## config.mk

```make
export PLATFORM = sky130hd
export DESIGN_NAME = stream_fifo_chan_flat
export DESIGN_NICKNAME = d
export VERILOG_FILES = /design/src/rtl/stream_fifo_chan_if.sv /design/src/rtl/stream_fifo_chan.sv /design/src/flat_wrapper.sv
export SDC_FILE = /design/constraint.sdc
export NUM_CORES = 1
export LEC_CHECK = 0
export BUFFER_PORTS_ARGS = -buffer_cell sky130_fd_sc_hd__buf_4
export CAP_MARGIN = 20
export CORE_MARGIN = 4
export CORE_UTILIZATION = 58
export CTS_BUF_LIST = sky130_fd_sc_hd__clkbuf_8
export CTS_CLUSTER_DIAMETER = 120
export CTS_CLUSTER_SIZE = 10
export DETAILED_ROUTE_END_ITERATION = 6
export PLACE_DENSITY = 0.84
export REMOVE_ABC_BUFFERS = 1
export SYNTH_ARGS = -nofsm -noshare
export SYNTH_HDL_FRONTEND = slang
export SYNTH_SLANG_ARGS = --single-unit
```

## constraint.sdc

```tcl
create_clock -name ap_clk -period 3.7 [get_ports ap_clk]
set_input_delay 0.37 -clock ap_clk [delete_from_list [all_inputs] [get_ports ap_clk]]
set_output_delay 0.37 -clock ap_clk [all_outputs]
set_load 0.005 [all_outputs]
```

## src/rtl/stream_fifo_chan_if.sv

```systemverilog
// rtl/stream_fifo_chan_if.sv - ap_fifo handshake bundle between a producer, the channel and a consumer
interface stream_fifo_chan_if #(
    parameter int DATA_WIDTH = 32
);
    logic [DATA_WIDTH-1:0] if_din;
    logic                  if_write;
    logic                  if_full_n;
    logic [DATA_WIDTH-1:0] if_dout;
    logic                  if_read;
    logic                  if_empty_n;

    // master: the cells around the channel; slave: the channel itself
    modport master (
        output if_din, if_write, if_read,
        input  if_full_n, if_dout, if_empty_n
    );

    modport slave (
        input  if_din, if_write, if_read,
        output if_full_n, if_dout, if_empty_n
    );
endinterface

```

## src/rtl/stream_fifo_chan.sv

```systemverilog
// rtl/stream_fifo_chan.sv - first-word-fall-through FIFO channel with sticky protocol-violation flags
module stream_fifo_chan #(
    parameter int DATA_WIDTH = 32,
    parameter int DEPTH      = 2,
    parameter int ADDR_WIDTH = 1
) (
    input  logic                  ap_clk,
    input  logic                  ap_rst_n,
    stream_fifo_chan_if.slave     s_chan,
    output logic [ADDR_WIDTH:0]   usedw,
    output logic                  err_ovf,
    output logic                  err_udf
);
    localparam logic [ADDR_WIDTH:0] LP_DEPTH = (ADDR_WIDTH+1)'(DEPTH);
    localparam logic [ADDR_WIDTH:0] LP_ONE   = (ADDR_WIDTH+1)'(1);

    logic [DATA_WIDTH-1:0] r_mem [DEPTH];
    logic [ADDR_WIDTH-1:0] r_wr_ptr;
    logic [ADDR_WIDTH-1:0] r_rd_ptr;
    logic [ADDR_WIDTH:0]   r_usedw;
    logic                  r_empty_n;
    logic                  r_full_n;
    logic                  r_err_ovf;
    logic                  r_err_udf;

    logic                  w_wr_en;
    logic                  w_rd_en;
    logic [ADDR_WIDTH:0]   w_usedw_next;

    assign w_wr_en = s_chan.if_write & r_full_n;
    assign w_rd_en = s_chan.if_read  & r_empty_n;

    always_comb begin
        w_usedw_next = r_usedw;
        if (w_wr_en && !w_rd_en) begin
            w_usedw_next = r_usedw + LP_ONE;
        end else if (w_rd_en && !w_wr_en) begin
            w_usedw_next = r_usedw - LP_ONE;
        end
    end

    // DEPTH is a power of two, so pointers wrap naturally at ADDR_WIDTH bits
    always_ff @(posedge ap_clk or negedge ap_rst_n) begin
        if (!ap_rst_n) begin
            r_wr_ptr  <= '0;
            r_rd_ptr  <= '0;
            r_usedw   <= '0;
            r_empty_n <= 1'b0;
            r_full_n  <= 1'b1;
            r_err_ovf <= 1'b0;
            r_err_udf <= 1'b0;
        end else begin
            if (w_wr_en) begin
                r_wr_ptr <= r_wr_ptr + 1'b1;
            end
            if (w_rd_en) begin
                r_rd_ptr <= r_rd_ptr + 1'b1;
            end
            r_usedw   <= w_usedw_next;
            r_empty_n <= (w_usedw_next != '0);
            r_full_n  <= (w_usedw_next != LP_DEPTH);
            if (s_chan.if_write && !r_full_n) begin
                r_err_ovf <= 1'b1;
            end
            if (s_chan.if_read && !r_empty_n) begin
                r_err_udf <= 1'b1;
            end
        end
    end

    // Storage is deliberately left out of reset; occupancy alone decides validity
    always_ff @(posedge ap_clk) begin
        if (w_wr_en) begin
            r_mem[r_wr_ptr] <= s_chan.if_din;
        end
    end

    assign s_chan.if_dout    = r_mem[r_rd_ptr];
    assign s_chan.if_empty_n = r_empty_n;
    assign s_chan.if_full_n  = r_full_n;
    assign usedw             = r_usedw;
    assign err_ovf           = r_err_ovf;
    assign err_udf           = r_err_udf;
endmodule

```

## src/flat_wrapper.sv

```systemverilog
// flat-port wrapper written by rule: the top's interface ports become plain ports
module stream_fifo_chan_flat 
#(
    parameter int DATA_WIDTH = 32,
    parameter int DEPTH      = 2,
    parameter int ADDR_WIDTH = 1
)
  (ap_clk, ap_rst_n, usedw, err_ovf, err_udf, s_chan_if_din, s_chan_if_write, s_chan_if_read, s_chan_if_full_n, s_chan_if_dout, s_chan_if_empty_n);
  stream_fifo_chan_if #(.DATA_WIDTH(DATA_WIDTH)) s_chan_i ();
  input  logic ap_clk;
  input  logic ap_rst_n;
  output logic [ADDR_WIDTH:0] usedw;
  output logic err_ovf;
  output logic err_udf;
  input wire logic [$bits(s_chan_i.if_din)-1:0] s_chan_if_din;
  input wire logic [$bits(s_chan_i.if_write)-1:0] s_chan_if_write;
  input wire logic [$bits(s_chan_i.if_read)-1:0] s_chan_if_read;
  output wire logic [$bits(s_chan_i.if_full_n)-1:0] s_chan_if_full_n;
  output wire logic [$bits(s_chan_i.if_dout)-1:0] s_chan_if_dout;
  output wire logic [$bits(s_chan_i.if_empty_n)-1:0] s_chan_if_empty_n;
  assign s_chan_i.if_din = s_chan_if_din;
  assign s_chan_i.if_write = s_chan_if_write;
  assign s_chan_i.if_read = s_chan_if_read;
  assign s_chan_if_full_n = s_chan_i.if_full_n;
  assign s_chan_if_dout = s_chan_i.if_dout;
  assign s_chan_if_empty_n = s_chan_i.if_empty_n;
  stream_fifo_chan #(.DATA_WIDTH(DATA_WIDTH), .DEPTH(DEPTH), .ADDR_WIDTH(ADDR_WIDTH)) u_core (.ap_clk(ap_clk), .ap_rst_n(ap_rst_n), .s_chan(s_chan_i), .usedw(usedw), .err_ovf(err_ovf), .err_udf(err_udf));
endmodule
```

## Word-level counts from Yosys, hierarchy flattened

Memories as Yosys holds them, arrays and structs flattened.
Index checks and enable logic that the tools add are counted.

| cells by class | value |
|---|---|
| $add $sub $neg | 4 |
| equality and inequality tests | 1 |
| multiplexer cells | 4 |
| bitwise operators | 2 |
| reductions and logical operators | 9 |

Operator list:

| operator | number |
|---|---|
| 1-bit logical AND | 4 |
| 1-bit logical NOT | 4 |
| 2-bit 2-to-1 mux | 2 |
| 1-bit adder, second input constant | 2 |
| 2-bit by 1-bit adder with 2-bit output, second input constant | 1 |
| 1-bit bitwise AND | 2 |
| 1-bit 2-to-1 mux | 2 |
| 2-bit inequality test, second input constant | 1 |
| 2-bit nonzero test | 1 |
| 2-bit by 1-bit subtractor with 2-bit output, second input constant | 1 |

| storage, ports and cells | value |
|---|---|
| bits in registers | 8 |
| RAM bits | 64 |
| input bits | 36 |
| output and inout port bits | 38 |
| word-level logic and storage cells | 28 |
| memories kept | 1 |

Memories:

| memory | depth | bits a word | read ports | clocked after memory_dff | write ports | line | text |
|---|---|---|---|---|---|---|---|
| u_core.r_mem | 2 | 32 | 1 | 0 | 1 | stream_fifo_chan.sv:17 | `logic [DATA_WIDTH-1:0] r_mem [DEPTH];` |

## Depth between registers and ports, before layout

| logic depth | value |
|---|---|
| depth in word-level cells | 6 |
| gate-level depth with buffers | 3 |
| depth with buffers taken out | 3 |

## Worst setup path after synthesis

Ideal clock, no wire load.

| timing path | value |
|---|---|
| kind | register -> register |
| start point | reg u_core.r_full_n (netlist: u_core.s_chan.if_full_n) |
| end point | mem u_core.r_mem[0][0], enable pin |
| setup time | 0.421 ns |
| arrival | 2.005 ns |
| data required time | 3.279 ns |
| setup slack | 1.274 ns |
| stages on the path, launching flop included | 3 |
| path buffers | 0 |
| clock period less this slack | 2.426 ns |
| cells stage by stage | dfstp_2 > nand2_2 > nor2_1 |

| on the way | value |
|---|---|
| cells in the longest elaborated chain, start to end | 3 |

Ends and longest elaborated chain:

| element | line | text |
|---|---|---|
| start, declared | stream_fifo_chan.sv:22 | `logic r_full_n;` |
| start signal, assigned | stream_fifo_chan.sv:61 | `r_full_n <= (w_usedw_next != LP_DEPTH);` |
| 1-bit bitwise AND | stream_fifo_chan.sv:30 | `assign w_wr_en = s_chan.if_write & r_full_n;` |
| 1-bit 2-to-1 mux | stream_fifo_chan.sv:73 | `if (w_wr_en) begin` |
| 1-bit 2-to-1 mux (implied by the code) | stream_fifo_chan.sv:74 | `r_mem[r_wr_ptr] <= s_chan.if_din;` |
| end, declared | stream_fifo_chan.sv:17 |  |

Every way passes these cells.

## Worst setup path after layout

| timing path | value |
|---|---|
| start point | reg u_core.r_rd_ptr |
| end point | out s_chan_if_dout[30] |

| on the way | value |
|---|---|
| cells in the longest elaborated chain, start to end | 1 |

Ends and longest elaborated chain:

| element | line | text |
|---|---|---|
| start, declared | stream_fifo_chan.sv:19 | `logic [ADDR_WIDTH-1:0] r_rd_ptr;` |
| start signal, assigned | stream_fifo_chan.sv:57 | `r_rd_ptr <= r_rd_ptr + 1'b1;` |
| memory 2 x 32 bit | -- |  |
| end, declared | flat_wrapper.sv:19 | `output wire logic [$bits(s_chan_i.if_dout)-1:0] s_chan_if_dout;` |

Every way passes these cells.

==> impl_metrics.toml <==
[clock_network]
numCtsBuffers = 9
post_cts_resized = 0
htree_levels = 3
clock_latency_ps = 340
clockRootBuffer = "clkbuf_8"
path_clk_slew_ps = 70
cts_tree = "built"
cts_sinks = 72
clockBufferDepth = 2

[placement]
placed_cells = 258
place.gp.congestion = 0.804
port-buffer-count = 73
dp_hpwl_um = 3250

[detailed_routing]
wl_per_cell_um = 17.8
drt-pass1-iter-count = 4
postRouteAntennaNets = 0
vias = 1453
drt_iter0_markers = 68
drt-vias-per-instance = 5.28
wirelength_um = 4890
drc = 0

[cells_and_area]
drive_above_1_share_pct = 54.7
areaGrowthSynthToFinish_pct = 29.1
postLayoutCoreUtil_pct = 78.4
final_cells = 275
fin_nets = 254
diodes = 0

[synthesis]
synth_cells = 135
synth_top_area_share_pct = 71.7
yosysSeqAreaShare_pct = 79.2
yosysTopAreaCell = "edfxtp_1"
ys_ff_latch = 72
ys_types = 20
synth_area_leaders = "edfxtp_1 (72%), mux2_2 (13%), dfrtp_1 (6.5%)"
synth_edf_count = 64
synth.top_cells.by_count = "edfxtp_1 (64), mux2_2 (32), dfrtp_1 (7), buf_2 (4), xnor2_1 (4)"
async_flop_share_pct = 11.1
syn_area_um2 = 2680
synth_most_common_cell = "edfxtp_1"
syn_avg_cell_area_um2 = 19.9
ys.flop_type = "edfxtp_1"
yosysWarningCount = 0

[grt]
grt_pass1_wl_um = 8040
grt_max_degree = 33
antenna_found_initial = 0
grt_pass1_vias = 1613
grt_use_total_pct = 18.2
globalRouteOverflowTotal = 0

[timing]
setup_violations = 0
grt_setup_unrepaired = "no"
worst_pin_slew_ps = 914
slew_viol_final = 0
max-slew-margin-rel_pct = 39.0
skew_ps = 9.16
fmax_mhz = 407
fin_crit_ps = 2460
tns_ps = 0
period_share_pct = 66.5
hold_viol = 0

[floorplan]
initial_utilization_pct = 60.7
placementRows = 24
num_io_pins = 74
core-area_um2 = 4410
die_w_um = 76.0
die_y_um = 76.0
dieArea_um2 = 5770

[flow_run]
cap_viol_max_count = 0

[setup_path]
cp_max_fo = 20
critPathKind = "register to output pin"
worstPathArrival_ps = 2090
crit_path_end_kind = "output pin"
required_ps = 3330
cp-start-kind = "register"

[power]
p_leak_nw = 1.33
p_per_area_nw_per_um2 = 708
peakVddDrop_mv = 0.412

[run_status]
status = "completed"

[worst_hold_path]
holdCritPathClass = "primary input to register"
-- stage by stage --
step           cell area (µm²)  total power [mW]  worst slack, ps  hold WS (ps)
4_1_cts                   3460              2.48             1210           203
2_1_floorplan             2660              1.57             1270          74.4
3_3_place_gp              3300              1.94             1650           191
6_report                  3460              2.45             1240           213
3_5_place_dp              3300              1.98             1590           193
5_1_grt                   3460              2.59             1110           182
-- placed cells by master, fill, tap and decap left out, types with 2 or more instances in the layout --
cell,synthesis,final
clkbuf_8,0,9
nor4b_1,2,2
buf_4,0,75
inv_1,2,3
mux2_2,32,32
clkinv_1,0,5
nand2_1,3,3
a21o_1,2,2
a211oi_1,2,2
and3_1,2,2
xnor2_1,4,4
nor3_1,2,2
dfrtp_1,7,7
edfxtp_1,64,64
-- critical path, cell delays in order (launching register included) --
cell     delay (ps)
dfrtp_1         870
buf_4           370
mux2_2          370
buf_4           140
-- worst paths after layout --
path	startpoint	endpoint	slack (ps)	cells past startpoint
worst max-delay path	u_core.r_rd_ptr	s_chan_if_dout[30]	1240	3
worst min-delay path	s_chan_if_din[19]	u_core.r_mem[0][19]	210	1
worst max register to register	u_core.s_chan.if_full_n	u_core.r_mem[0][29]	1910	2
worst min register to register	u_core.err_ovf	u_core.err_ovf	480	1
max in group asynchronous	ap_rst_n	u_core.s_chan.if_full_n	3100	2
min in group asynchronous	ap_rst_n	u_core.r_rd_ptr	380	2
-- cell type report --
type	count	area, µm²
Clock inverter	7	30.0
Sequential cell	72	2120
Inverter	2	7.51
Tap cell	52	65.1
Multi-Input combinational cell	57	538
Timing Repair Buffer	76	573
Fill cell	251	953
Clock buffer	9	124
-- report_power, final --
part           internal, mW  leakage [nW]  switching, mW  total (mW)
clock network         0.229        0.0780          0.265       0.495
logic                 0.445         0.573          0.309       0.754
registers              1.09         0.681          0.108        1.20
-- sequential cells by signal, indices dropped and copies added, names as in the netlist --
signal                    count
u_core.r_mem                 64
u_core.usedw                  2
u_core.err_ovf                1
u_core.err_udf                1
u_core.r_rd_ptr               1
u_core.r_wr_ptr               1
u_core.s_chan.if_empty_n      1
u_core.s_chan.if_full_n       1
-- layer usage --
layer | wire length, µm | track usage (%)
met4 | 68 | 6.41
met2 | 2500 | 29.5
met1 | 2000 | 21.7
met5 | 0 | 0
met3 | 331 | 7.80
-- what timing repair did --
item / CTS / global route
hold buffers: 1 / 0
buffers inserted: 0 / 0
hold endpoints to repair: 7 / 0
-- cell families after synthesis --
family          after synthesis  share of synthesized area (%)
compound gates                6                           1.73
xor+xnor                      4                           1.31
buf+inv                       6                           1.03
flops                        72                           79.2
mux                          32                           13.4
simple gates                 15                           3.31
Power figures use the tool's default switching activity.
